`config.mk`:
```
export PLATFORM = sky130hd
export DESIGN_NAME = irq_inject_gen_flat
export DESIGN_NICKNAME = d
export VERILOG_FILES = /design/src/rtl/irq_inject_gen_if.sv /design/src/rtl/irq_inject_gen.sv /design/src/flat_wrapper.sv
export SDC_FILE = /design/constraint.sdc
export NUM_CORES = 1
export LEC_CHECK = 0
export CORE_MARGIN = 4
export CORE_UTILIZATION = 62
export CTS_BUF_LIST = sky130_fd_sc_hd__clkbuf_8
export CTS_CLUSTER_SIZE = 16
export DETAILED_ROUTE_END_ITERATION = 16
export PLACE_DENSITY = 0.82
export SLEW_MARGIN = 20
export SYNTH_ARGS = -nofsm -noshare
export SYNTH_HDL_FRONTEND = slang
export SYNTH_SLANG_ARGS = --single-unit
```
`constraint.sdc`:
```
create_clock -name clk -period 2.85 [get_ports clk]
set_clock_uncertainty 0.15 [all_clocks]
set_input_delay 0.4275 -clock clk [delete_from_list [all_inputs] [get_ports clk]]
set_output_delay 0.4275 -clock clk [all_outputs]
set_load 0.01 [all_outputs]
```
`src/rtl/irq_inject_gen_if.sv`:
```
// Configuration bus for irq_inject_gen: one write strobe plus the per-channel
// fields that a write loads into the addressed channel.
interface irq_inject_gen_if #(
  parameter int ADDR_W = 32,
  parameter int LEN_W  = 4,
  parameter int DLY_W  = 4,
  parameter int CNT_W  = 4
);
  logic              cfg_we;
  logic [2:0]        cfg_ch;
  logic              cfg_en;
  logic [ADDR_W-1:0] cfg_pc;
  logic [LEN_W-1:0]  cfg_len;
  logic [DLY_W-1:0]  cfg_dly;
  logic [CNT_W-1:0]  cfg_lim;

  modport master (
    output cfg_we, cfg_ch, cfg_en, cfg_pc, cfg_len, cfg_dly, cfg_lim
  );

  modport slave (
    input cfg_we, cfg_ch, cfg_en, cfg_pc, cfg_len, cfg_dly, cfg_lim
  );
endinterface

```
`src/rtl/irq_inject_gen.sv`:
```
// irq_inject_gen: per-channel PC-triggered interrupt pulse generator.
// Each channel fires a pulse of programmable length on irq_o[i] a programmable
// delay after the PC first lands on its trigger address, up to a fire limit.
// Optional feature macro: IRQ_INJ_ACK_EN adds the irq_ack input, which lets a
// consumer end an asserted pulse early (counted as a normal fire).
module irq_inject_gen #(
  parameter int CH     = 6,
  parameter int ADDR_W = 32,
  parameter int LEN_W  = 4,
  parameter int DLY_W  = 4,
  parameter int CNT_W  = 4
) (
  input  logic              clk,
  input  logic              reset,
  input  logic [ADDR_W-1:0] pc_in,
  irq_inject_gen_if.slave   cfg,
`ifdef IRQ_INJ_ACK_EN
  input  logic [CH-1:0]     irq_ack,
`endif
  output logic [CH-1:0]     irq_o,
  output logic              irq_any_o,
  output logic [CH-1:0]     done_o
);

  // The timer holds either a delay or a pulse length, so it is sized for the wider.
  localparam int TMR_W = (LEN_W > DLY_W) ? LEN_W : DLY_W;

  typedef enum logic [2:0] {
    S_IDLE   = 3'd0,
    S_ARMED  = 3'd1,
    S_DELAY  = 3'd2,
    S_ASSERT = 3'd3,
    S_DONE   = 3'd4
  } state_e;

  logic [CH-1:0] ack_w;
`ifdef IRQ_INJ_ACK_EN
  assign ack_w = irq_ack;
`else
  assign ack_w = '0;
`endif

  for (genvar gi = 0; gi < CH; gi++) begin : g_ch
    state_e            state_q, state_d;
    logic [ADDR_W-1:0] trig_q, trig_d;
    logic [LEN_W-1:0]  len_q, len_d;
    logic [DLY_W-1:0]  dly_q, dly_d;
    logic [CNT_W-1:0]  lim_q, lim_d;
    logic [CNT_W-1:0]  cnt_q, cnt_d;
    logic [TMR_W-1:0]  tmr_q, tmr_d;
    logic              prev_match_q, prev_match_d;
    logic              irq_q, irq_d;
    logic              done_q, done_d;

    logic              wr;
    logic              hit;
    logic              match;
    logic [TMR_W-1:0]  len_m1;
    logic [TMR_W-1:0]  dly_m1;
    logic [CNT_W-1:0]  cnt_inc;

    assign wr    = cfg.cfg_we && (cfg.cfg_ch == 3'(gi));
    assign hit   = (pc_in == trig_q);
    // Rising-edge qualification: a PC stalled on the trigger only matches once.
    assign match = hit && !prev_match_q;
    // A zero length is treated as a one-cycle pulse.
    assign len_m1  = (len_q == '0) ? '0 : TMR_W'(len_q - LEN_W'(1));
    assign dly_m1  = TMR_W'(dly_q - DLY_W'(1));
    // Fire counter saturates rather than wrapping.
    assign cnt_inc = (cnt_q == '1) ? cnt_q : cnt_q + CNT_W'(1);

    // Channel state and field registers with synchronous reset.
    always_ff @(posedge clk) begin
      if (reset) begin
        state_q      <= S_IDLE;
        trig_q       <= '0;
        len_q        <= '0;
        dly_q        <= '0;
        lim_q        <= '0;
        cnt_q        <= '0;
        tmr_q        <= '0;
        prev_match_q <= 1'b0;
        irq_q        <= 1'b0;
        done_q       <= 1'b0;
      end else begin
        state_q      <= state_d;
        trig_q       <= trig_d;
        len_q        <= len_d;
        dly_q        <= dly_d;
        lim_q        <= lim_d;
        cnt_q        <= cnt_d;
        tmr_q        <= tmr_d;
        prev_match_q <= prev_match_d;
        irq_q        <= irq_d;
        done_q       <= done_d;
      end
    end

    // Next-state logic: a config write overrides any match or timer event.
    always_comb begin
      state_d      = state_q;
      trig_d       = trig_q;
      len_d        = len_q;
      dly_d        = dly_q;
      lim_d        = lim_q;
      cnt_d        = cnt_q;
      tmr_d        = tmr_q;
      prev_match_d = hit;
      if (wr) begin
        trig_d  = cfg.cfg_pc;
        len_d   = cfg.cfg_len;
        dly_d   = cfg.cfg_dly;
        lim_d   = cfg.cfg_lim;
        cnt_d   = '0;
        tmr_d   = '0;
        state_d = cfg.cfg_en ? S_ARMED : S_IDLE;
      end else begin
        case (state_q)
          S_ARMED: begin
            if (match) begin
              if (dly_q != '0) begin
                state_d = S_DELAY;
                tmr_d   = dly_m1;
              end else begin
                state_d = S_ASSERT;
                tmr_d   = len_m1;
              end
            end
          end
          S_DELAY: begin
            if (tmr_q == '0) begin
              state_d = S_ASSERT;
              tmr_d   = len_m1;
            end else begin
              tmr_d = tmr_q - TMR_W'(1);
            end
          end
          S_ASSERT: begin
            if (tmr_q == '0 || ack_w[gi]) begin
              cnt_d   = cnt_inc;
              tmr_d   = '0;
              state_d = (lim_q != '0 && cnt_inc == lim_q) ? S_DONE : S_ARMED;
            end else begin
              tmr_d = tmr_q - TMR_W'(1);
            end
          end
          default: ;
        endcase
      end
      // Outputs are flopped from the next state so they carry no logic from pc_in.
      irq_d  = (state_d == S_ASSERT);
      done_d = (state_d == S_DONE);
    end

    assign irq_o[gi]  = irq_q;
    assign done_o[gi] = done_q;
  end

  assign irq_any_o = |irq_o;

endmodule

```
`src/flat_wrapper.sv`:
```
// flat-port wrapper written by rule: the top's interface ports become plain ports
module irq_inject_gen_flat 
#(
  parameter int CH     = 6,
  parameter int ADDR_W = 32,
  parameter int LEN_W  = 4,
  parameter int DLY_W  = 4,
  parameter int CNT_W  = 4
)
  (clk, reset, pc_in, irq_o, irq_any_o, done_o, cfg_cfg_we, cfg_cfg_ch, cfg_cfg_en, cfg_cfg_pc, cfg_cfg_len, cfg_cfg_dly, cfg_cfg_lim);
  irq_inject_gen_if #(.ADDR_W(ADDR_W), .LEN_W(LEN_W), .DLY_W(DLY_W), .CNT_W(CNT_W)) cfg_i ();
  input  logic clk;
  input  logic reset;
  input  logic [ADDR_W-1:0] pc_in;
  output logic [CH-1:0] irq_o;
  output logic irq_any_o;
  output logic [CH-1:0] done_o;
  input wire logic [$bits(cfg_i.cfg_we)-1:0] cfg_cfg_we;
  input wire logic [$bits(cfg_i.cfg_ch)-1:0] cfg_cfg_ch;
  input wire logic [$bits(cfg_i.cfg_en)-1:0] cfg_cfg_en;
  input wire logic [$bits(cfg_i.cfg_pc)-1:0] cfg_cfg_pc;
  input wire logic [$bits(cfg_i.cfg_len)-1:0] cfg_cfg_len;
  input wire logic [$bits(cfg_i.cfg_dly)-1:0] cfg_cfg_dly;
  input wire logic [$bits(cfg_i.cfg_lim)-1:0] cfg_cfg_lim;
  assign cfg_i.cfg_we = cfg_cfg_we;
  assign cfg_i.cfg_ch = cfg_cfg_ch;
  assign cfg_i.cfg_en = cfg_cfg_en;
  assign cfg_i.cfg_pc = cfg_cfg_pc;
  assign cfg_i.cfg_len = cfg_cfg_len;
  assign cfg_i.cfg_dly = cfg_cfg_dly;
  assign cfg_i.cfg_lim = cfg_cfg_lim;
  irq_inject_gen #(.CH(CH), .ADDR_W(ADDR_W), .LEN_W(LEN_W), .DLY_W(DLY_W), .CNT_W(CNT_W)) u_core (.clk(clk), .reset(reset), .pc_in(pc_in), .cfg(cfg_i), .irq_o(irq_o), .irq_any_o(irq_any_o), .done_o(done_o));
endmodule
```
Word-level counts from Yosys, hierarchy flattened
Index checks and enable logic that the tools add are counted.

operators by class
  eq/ne operators = 59
  reduce and logical (&&, ||, !) cells = 74
  muxes and demuxes = 85
  add/sub/neg operators = 24

operators by type and width
  kind                                                                     count
  32-bit equality test                                                     6
  4-bit 2-to-1 mux                                                         36
  3-bit 2-to-1 mux                                                         30
  4-bit one-hot mux with 3 select lines                                    6
  4-bit by 1-bit subtractor with 4-bit output, second input constant       18
  3-bit by 2-bit equality test with 1-bit output, second input constant    20
  3-bit one-hot mux with 3 select lines                                    6
  4-bit zero test                                                          12
  4-bit nonzero test                                                       12
  4-bit by 1-bit adder with 4-bit output, second input constant            6
  3-bit equality test, second input constant                               8
  4-bit equality test                                                      6
  4-bit equality test, second input constant                               6
  2-bit AND reduction                                                      12
  3-bit by 1-bit equality test with 1-bit output, second input constant    7
  1-bit logical AND                                                        18
  3-bit nonzero test                                                       6
  2-bit by 1-bit inequality test with 1-bit output, second input constant  6
  2-bit OR reduction                                                       6
  1-bit 2-to-1 mux                                                         7
  1-bit zero test                                                          6
  6-bit OR reduction                                                       1
  3-bit zero test                                                          1

word-level totals
  register bits = 348
  output and inout bits = 13
  bits of input ports = 83
  logic and storage cells = 302

Depth between registers and ports, before layout
Gate-level depths: netlist (run 1).

  depth in word-level cells = 9
  mapped depth = 9
  mapped depth without buffers = 8

Worst setup path after synthesis (run 1)
OpenSTA, ideal clock, no wires.

  path kind = reg2reg
  start = register u_core.g_ch[4].cnt_q[0]
  end = register u_core.g_ch[4].done_q
  library setup time = 0.087 ns
  stages on the path, launching flop included = 8
  clock period less this slack = 2.198 ns
  path buffers = 0
  setup slack = 0.652 ns
  required time = 2.613 ns
  data arrival time = 1.960 ns
  path through = dfxtp_1 > ha_1 > and3b_1 > or3_1 > a211o_1 > a211oi_1 > o21ai_1 > nor4b_2

on the way
  longest elaborated chain between the ends = 9
  elaborated cells between the ends (all ways) = 10
  those cells by class = add/sub: 1; eq/ne: 3; mux: 5; reduce/logical: 1

ends and longest elaborated chain
  element                                                                        RTL line               text
  start, declared                                                                irq_inject_gen.sv:49   logic [CNT_W-1:0] cnt_q, cnt_d;
  start signal, assigned                                                         irq_inject_gen.sv:91   cnt_q <= cnt_d;
  4-bit by 1-bit adder with 4-bit output or 4-bit equality test (tied branches)  irq_inject_gen.sv:70   assign cnt_inc = (cnt_q == '1) ? cnt_q : cnt_q + CNT_W'(1);
  4-bit 2-to-1 mux *                                                             irq_inject_gen.sv:70
  4-bit equality test *                                                          irq_inject_gen.sv:142  state_d = (lim_q != '0 && cnt_inc == lim_q) ? S_DONE : S_ARMED;
  1-bit logical AND *                                                            irq_inject_gen.sv:142
  3-bit 2-to-1 mux *                                                             irq_inject_gen.sv:142
  3-bit 2-to-1 mux *                                                             irq_inject_gen.sv:139  if (tmr_q == '0 || ack_w[gi]) begin
  3-bit one-hot mux with 3 select lines *                                        irq_inject_gen.sv:118  case (state_q)
  3-bit 2-to-1 mux *                                                             irq_inject_gen.sv:109  if (wr) begin
  3-bit equality test *                                                          irq_inject_gen.sv:152  done_d = (state_d == S_DONE);
  end signal, assigned                                                           irq_inject_gen.sv:95   done_q <= done_d;
  end, declared                                                                  irq_inject_gen.sv:53   logic done_q, done_d;

Every way passes the cells marked *; elsewhere a longest branch is shown, timed or not.
A chain may end at the register's enable or synchronous reset.

Worst setup path in the final report (run 1)
  start = input pc_in[13]
  end = register u_core.g_ch[0].done_q

on the way
  longest elaborated chain between the ends = 6

ends and longest elaborated chain
  element                                RTL line               text
  start, declared                        flat_wrapper.sv:14     input logic [ADDR_W-1:0] pc_in;
  32-bit equality test                   irq_inject_gen.sv:63   assign hit = (pc_in == trig_q);
  1-bit logical AND                      irq_inject_gen.sv:65   assign match = hit && !prev_match_q;
  3-bit 2-to-1 mux                       irq_inject_gen.sv:120  if (match) begin
  3-bit one-hot mux with 3 select lines  irq_inject_gen.sv:118
  3-bit 2-to-1 mux                       irq_inject_gen.sv:109
  3-bit equality test                    irq_inject_gen.sv:152
  end signal, assigned                   irq_inject_gen.sv:95
  end, declared                          irq_inject_gen.sv:53

Every way passes these cells.

==> out/results.txt, run 1 <==
status = finished, final reports clean
Synth cell types = 71
Max Slew Vio Count = 0
CP bufs+invs = 3
number of synthesized flops with an enable pin = 0
asr flop ratio synth = 0
count of input and output buffers = 95
global-route wire length before repair = 82,480 µm
Filler cells = 2,089
CP arrival = 3.16 ns
dpl hpwl = 36,430 µm
Yosys Warn Count = 0
post-route setup slack = 0.07446 ns
DR DRC count = 0
hold violation count in the final report = 0
Via density = 6.020
initial antenna violation count = 0
startpoint types = primary input
fin crit period = 2.776 ns
top post-synthesis cells by area = dfxtp_1 (40%), nand2_1 (13%), a21oi_1 (8.9%)
DIE AREA = 30,600 µm²
first drt pass iteration count = 6
row cnt = 60
Leak = 0.007110 µW
critical path's slowest cell = clkdlybuf4s50_1
Sw Share = 0.2632
Synth area leader = dfxtp_1
placement-stage worst setup slack = -0.4149 ns
Syn Inst Count = 2,221
Placeable Area = 27,180 µm²
CP endpoint kind = flip-flop
P&R area growth vs syn = 16.78%
worst-path cell chain = clkdlybuf4s50_1 > xnor2_1 > nand4_1 > nor4_1 > buf_4 > nand4b_1 > buf_4 > o211ai_1 > and3_1
Most common cell on crit path = buf_4
Worst-path clk slew = 0.06 ns
Initial Utilization = 0.6356
share of layout cells above drive strength 1 = 0.1012
Hold Buf Count CTS = 1
Post-synth top cells = nand2_1 (595), dfxtp_1 (348), a21oi_1 (307)
Syn Area/Cell = 7.778 µm²
grt ovf = 0
critical path type = primary input to flip-flop
antenna-violating nets left = 0
H-tree depth = 2
share of the synthesized area in the top cell type = 0.4033
RSZ-0062 raised after global routing = false
Sequential cell area = 6967 µm²
endpoints failing setup = 0
Post-Synthesis Net Count = 2,328
ys flop type = dfxtp_1
Ant. Diodes = 0
DRT iter0 DRCs = 1,767
clock buffer depth = 3
Clk Latency, worst-skew pair = 0.61 ns
mapped cell area = 17,270 µm²
placer congestion estimate = 0.9798
period utilization = 0.9739
placed instance area = 19,070 µm²
pin count of the biggest net entering global routing = 185
Max Clock Freq = 0.3603 GHz
max-cap violations = 0
HP Class = flip-flop to flip-flop
area of the multi-input gates = 9553 µm²
Max-Slew Margin vs Limit = 0.4639
GRT Overall Usage = 0.3306
slew at the pin closest to its max-slew limit = 0.8042 ns
maximum vdd ir drop = 442.8 µV
Req. time, crit path = 3.24 ns
FF+latch count, synth = 348
Num CTS Buffers = 56
fin nets = 2,454
cts repair resizes = 0
P per Cell Area = 508.9 nW/µm²
Design Area, Final = 20,170 µm²
Top Ports = 96
CP max FO = 5
wire length per cell = 18.96 µm
Clk pwr share = 0.408
die width = 174.9 µm
DIE HEIGHT = 174.9 µm
Worst path top cell family by delay = simple AND/OR/NAND/NOR gates
TritonCTS clock tree = done
Setup Buffers After CTS = 0
Sw Pwr = 2702 µW
Combinational Power Share = 0.102
Worst path max stage delay = 0.69 ns
Seq/Total Area, Yosys = 0.4033
most frequent cell after synthesis = nand2_1
vias in the first global route = 15,610
Clock Tree Root = clkbuf_8
Sinks on Clock Net = 348
Pint = 7565 µW
via count = 16,630
Routed WL = 52,390 µm
sequential share of power = 0.490
[final timing paths]
path	startpoint	to	slack [ns]	cells past startpoint
min	u_core.g_ch[2].trig_q[14]	u_core.g_ch[2].trig_q[14]	0.31	2
max	pc_in[13]	u_core.g_ch[0].done_q	0.07	9
max reg2reg	u_core.g_ch[0].trig_q[20]	u_core.g_ch[0].done_q	0.22	8
min reg2reg	u_core.g_ch[2].trig_q[14]	u_core.g_ch[2].trig_q[14]	0.31	2
[layout make-up]
| class | count | area share |
|---|---|---|
| Clock buffer | 66 | 0.04503 |
| Clock inverter | 36 | 0.008931 |
| Multi-Input combinational cell | 1682 | 0.4735 |
| Sequential cell | 348 | 0.3453 |
| Tap cell | 372 | 0.02307 |
| Inverter | 47 | 0.008745 |
| Timing Repair Buffer | 212 | 0.09533 |
[kinds of logic after synthesis]
logic type | after synthesis | share of synthesized area
compound gates | 472 | 0.1591
xor+xnor | 220 | 0.1115
simple gates | 934 | 0.2433
mux | 32 | 0.01890
flops | 348 | 0.4033
fa+ha+maj | 24 | 0.01738
buf+inv | 191 | 0.04650
[registers in the layout, indices dropped and copies added, names as in the netlist]
signal and cells:
u_core.g_ch.trig_q 192, u_core.g_ch.cnt_q 24, u_core.g_ch.dly_q 24, u_core.g_ch.len_q 24, u_core.g_ch.lim_q 24, u_core.g_ch.tmr_q 24
u_core.g_ch.state_q 18, u_core.g_ch.done_q 6, u_core.g_ch.irq_q 6, u_core.g_ch.prev_match_q 6
[power by group through the flow]
stage / combinational, µW / sequential (µW) / clock (µW)
4_1_cts: 1030 / 5020 / 4220
3_5_place_dp: 1020 / 5130 / 0
3_3_place_gp: 1010 / 5130 / 0
5_1_grt: 1110 / 5030 / 4460
2_1_floorplan: 564 / 5110 / 0
6_report: 1050 / 5030 / 4190
[layer usage]
layer / routed length (µm) / global-route usage / vias to the layer above
met1: 20460 / 0.4082 / 7762
met2: 24120 / 0.5542 / 864
met4: 3428 / 0.1840 / 0
met5: 0 / 0 / -
met3: 4381 / 0.05084 / 208
li1: - / - / 7799
[layout by cell type (no fill, tap or decap), types with 5 or more instances in the layout]
cell / synthesis / layout
buf_12: 0 / 7
o211ai_1: 12 / 12
a41oi_1: 6 / 6
and3b_1: 7 / 7
nor3_1: 50 / 48
or2_2: 8 / 8
nor3b_1: 10 / 10
and3_1: 11 / 10
or3_1: 14 / 14
o31ai_1: 13 / 13
mux2i_1: 27 / 27
nand3_1: 21 / 19
nor2_1: 87 / 84
a31oi_1: 16 / 16
ha_1: 24 / 24
buf_4: 12 / 109
clkdlybuf4s50_1: 0 / 94
nor2b_1: 11 / 11
nand2b_1: 13 / 12
a211oi_1: 18 / 18
nand2_1: 595 / 594
inv_1: 46 / 70
xnor2_1: 174 / 174
clkbuf_8: 0 / 67
nor4b_1: 6 / 6
a21oi_1: 307 / 307
nand4_1: 49 / 49
a211o_1: 10 / 10
nor4_2: 8 / 8
o2111ai_1: 5 / 5
mux2_2: 5 / 5
clkinv_2: 0 / 9
o21ai_0: 33 / 33
xor2_1: 46 / 46
dfxtp_1: 348 / 348
nor4_1: 21 / 21
[metrics by stage]
step	hold slack [ns]	utilization	power (µW)	instances	TNS, ns
global placement	0.2883	0.7019	6130	2660	-4.656
floorplan	0.2636	-	5673	2221	0
global route	0.3307	0.7423	10610	2763	0
detailed placement	0.3036	0.7019	6147	2660	-5.709
finish	0.3140	0.7423	10270	2763	0
CTS	0.3166	0.7423	10280	2763	0
[worst reg2reg max path, cell delays in order, from the launching register on]
cell      delay [ns]
dfxtp_1         0.32
xnor2_1         0.18
nand4_1         0.21
nor4_1          0.62
buf_4           0.25
nand4b_1        0.20
buf_4           0.23
o211ai_1        0.21
and3_1          0.17
Power figures use the tool's default switching activity.
==> inputs of run 2 (changes only) <==
Settings changed: GPL_TIMING_DRIVEN set to 0, MAX_ROUTING_LAYER set to met4.
==> run 2 against run 1 <==
  * The flow now finishes with violations (setup timing)
  * Setup slack worse by 0.11 ns
  * Cell count down 0.29%
  * Total power up 0.46%
  * Sequential power about the same
  * Flip-flop and latch count unchanged
  * Global-route usage up 2.5 points
  * Critical path depth down 3
  * Combinational power down 6%
  * Register-to-register slack worse by 0.25 ns
  * Non-clock buffer count down 5
  * Critical endpoint is now u_core.g_ch[2].irq_q
  * Largest power group unchanged
==> out/results.txt, run 2 (synthesized netlist as in run 1, its figures left out) <==
status = finished with violations (was finished, final reports clean)
failing checks = setup timing
Clk Latency, worst-skew pair = 0.61 ns (about the same)
Sw Pwr = 2791 µW (was 2702 µW)
Clk pwr share = 0.417 (was 0.408)
Clock Tree Root = clkbuf_8 (unchanged)
wire length per cell = 19.92 µm (was 18.96 µm)
antenna-violating nets left = 0 (unchanged)
Hold Buf Count CTS = 0 (was 1)
Placeable Area = 27,180 µm² (unchanged)
CP endpoint kind = flip-flop (unchanged)
slew at the pin closest to its max-slew limit = 1.077 ns (was 0.8042 ns)
TNS Setup = -0.03122 ns (was 0 ns)
Combinational Power Share = 0.096 (was 0.102)
via count = 16,800 (was 16,630)
commonest cells after routing, fill and taps aside = nand2_1 (595), dfxtp_1 (348), a21oi_1 (307) (was nand2_1 (594), dfxtp_1 (348), a21oi_1 (307))
placer congestion estimate = 1.018 (was 0.9798)
CP bufs+invs = 0 (was 3)
Worst path max stage delay = 0.56 ns (was 0.69 ns)
worst-path cell chain = xor2_1 > nor4_1 > nand4_1 > o41ai_2 > nand3_1 > a211oi_1 (was clkdlybuf4s50_1 > xnor2_1 > nand4_1 > nor4_1 > buf_4 > nand4b_1 > buf_4 > o211ai_1 > and3_1)
P&R area growth vs syn = 13.17% (was 16.78%)
P per Cell Area = 527.6 nW/µm² (was 508.9 nW/µm²)
Sinks on Clock Net = 348 (unchanged)
TritonCTS clock tree = done (unchanged)
DIE HEIGHT = 174.9 µm (unchanged)
RSZ-0062 raised after global routing = false (unchanged)
row cnt = 60 (unchanged)
H-tree depth = 2 (unchanged)
Worst-path clk slew = 0.07 ns (was 0.06 ns)
Max-Slew Margin vs Limit = 0.2794 (was 0.4639)
Num CTS Buffers = 56 (unchanged)
Max Clock Freq = 0.3471 GHz (was 0.3603 GHz)
max-cap violations = 0 (unchanged)
HP Class = primary input to flip-flop (was flip-flop to flip-flop)
post-route setup slack = -0.03122 ns (was 0.07446 ns)
grt ovf = 0 (unchanged)
Pint = 7524 µW (was 7565 µW)
Ant. Diodes = 0 (unchanged)
Routed WL = 54,890 µm (was 52,390 µm)
initial antenna violation count = 0 (unchanged)
fin nets = 2,449 (was 2,454)
maximum vdd ir drop = 435.4 µV (was 442.8 µV)
share of layout cells above drive strength 1 = 0.07134 (was 0.1012)
Max Slew Vio Count = 0 (unchanged)
GRT Overall Usage = 0.3554 (was 0.3306)
Sw Share = 0.2706 (was 0.2632)
pin count of the biggest net entering global routing = 16 (was 185)
DRT iter0 DRCs = 1,824 (was 1,767)
largest register by flop count = u_core.g_ch.trig_q (unchanged)
startpoint types = flip-flop (was primary input)
Filler cells = 2,229 (was 2,089)
Req. time, crit path = 3.18 ns (was 3.24 ns)
DIE AREA = 30,600 µm² (unchanged)
count of input and output buffers = 60 (was 95)
clock buffer depth = 3 (unchanged)
Leak = 0.006731 µW (was 0.007110 µW)
period utilization = 1.011 (was 0.9739)
endpoints failing setup = 1 (was 0)
max FFs per register = 192 (unchanged)
fin crit period = 2.881 ns (was 2.776 ns)
global-route wire length before repair = 84,190 µm (was 82,480 µm)
CP arrival = 3.21 ns (was 3.16 ns)
CP max FO = 3 (was 5)
critical path's slowest cell = nor4_1 (was clkdlybuf4s50_1)
Initial Utilization = 0.6356 (unchanged)
first drt pass iteration count = 6 (unchanged)
vias in the first global route = 15,620 (was 15,610)
Top Ports = 96 (unchanged)
most common cell after layout, fill and taps aside = nand2_1 (unchanged)
dpl hpwl = 40,150 µm (was 36,430 µm)
DR DRC count = 0 (unchanged)
sequential share of power = 0.487 (was 0.490)
Worst path top cell family by delay = simple AND/OR/NAND/NOR gates (unchanged)
die width = 174.9 µm (unchanged)
critical path type = flip-flop to flip-flop (was primary input to flip-flop)
Fin Hold WS = 0.2989 ns (was 0.3140 ns)
hold violation count in the final report = 0 (unchanged)
Via density = 6.098 (was 6.020)
run 2: changes by cell type in the layout (fill, tap and decap cells not counted), moves of 3 or more:
cell	previous run	this run
clkinv_2	9	4
clkbuf_1	0	91
nor2_4	3	0
buf_4	109	14
buf_12	7	0
buf_2	0	33
nor4_4	0	4
clkdlybuf4s50_1	94	60
inv_1	70	66
clkbuf_8	67	71
buf_1	0	8
nor2_1	84	87
run 2: metal layers:
layer  up-vias  global-route usage  part of all wire
met3       278             0.05733             0.094
met1      7806              0.4389              0.39
met4         0              0.2049             0.072
met5         -                   -                 0
li1       7799                   -                 -
met2       916              0.5540              0.44
run 2: layout make-up:
class	instances	area (µm²)	share of cell area
plain buffers	144	626.9	0.03207
clock buffers	71	977.2	0.04999
clock inverters	28	133.9	0.006848
inverters	47	176.4	0.009025
multi-input cells	1682	9575	0.4898
flip-flops and latches	348	6967	0.3564
well taps	372	465.4	0.02381
repair buffers	63	626.9	0.03207
run 2: power by group through the flow:
stage | registers [µW] | logic (µW) | clock network (µW)
finish | 5020 | 988 | 4300
global route | 5030 | 1040 | 4540
CTS | 5020 | 956 | 4310
detailed placement | 5130 | 947 | 0
global placement | 5120 | 930 | 0
floorplan | 5110 | 564 | 0
run 2: repair_timing:
action,CTS,global route
setup endpoints to repair,2,4
hold endpoints to repair,0,0
setup buffers,0,2
resized for setup,4,6
pin swaps,0,1
run 2: per-stage QoR:
step / setup slack [ns] / instance area (µm²) / cells / power [µW] / utilization
after floorplan: 0.6524 / 17270 / 2221 / 5673 / -
after global placement: -0.8300 / 18340 / 2653 / 6053 / 0.6749
after detailed placement: -0.8116 / 18360 / 2654 / 6075 / 0.6755
after CTS: 0.03425 / 19490 / 2753 / 10290 / 0.7172
after global routing: 0.01163 / 19550 / 2755 / 10620 / 0.7193
final: -0.03122 / 19550 / 2755 / 10310 / 0.7193
run 2: tightest hold or removal path: stages:
cell and delay [ns]:
clkbuf_1 0.27, nor3_2 0.18, nand2_1 0.08, a21oi_1 0.06
run 2: worst paths after layout:
check	from	end	slack, ns	cells after the start
min	cfg_cfg_ch[0]	u_core.g_ch[0].trig_q[0]	0.30	4
max reg2reg	u_core.g_ch[2].trig_q[29]	u_core.g_ch[2].irq_q	-0.03	6
max	u_core.g_ch[2].trig_q[29]	u_core.g_ch[2].irq_q	-0.03	6
min reg2reg	u_core.g_ch[0].trig_q[14]	u_core.g_ch[0].trig_q[14]	0.32	2
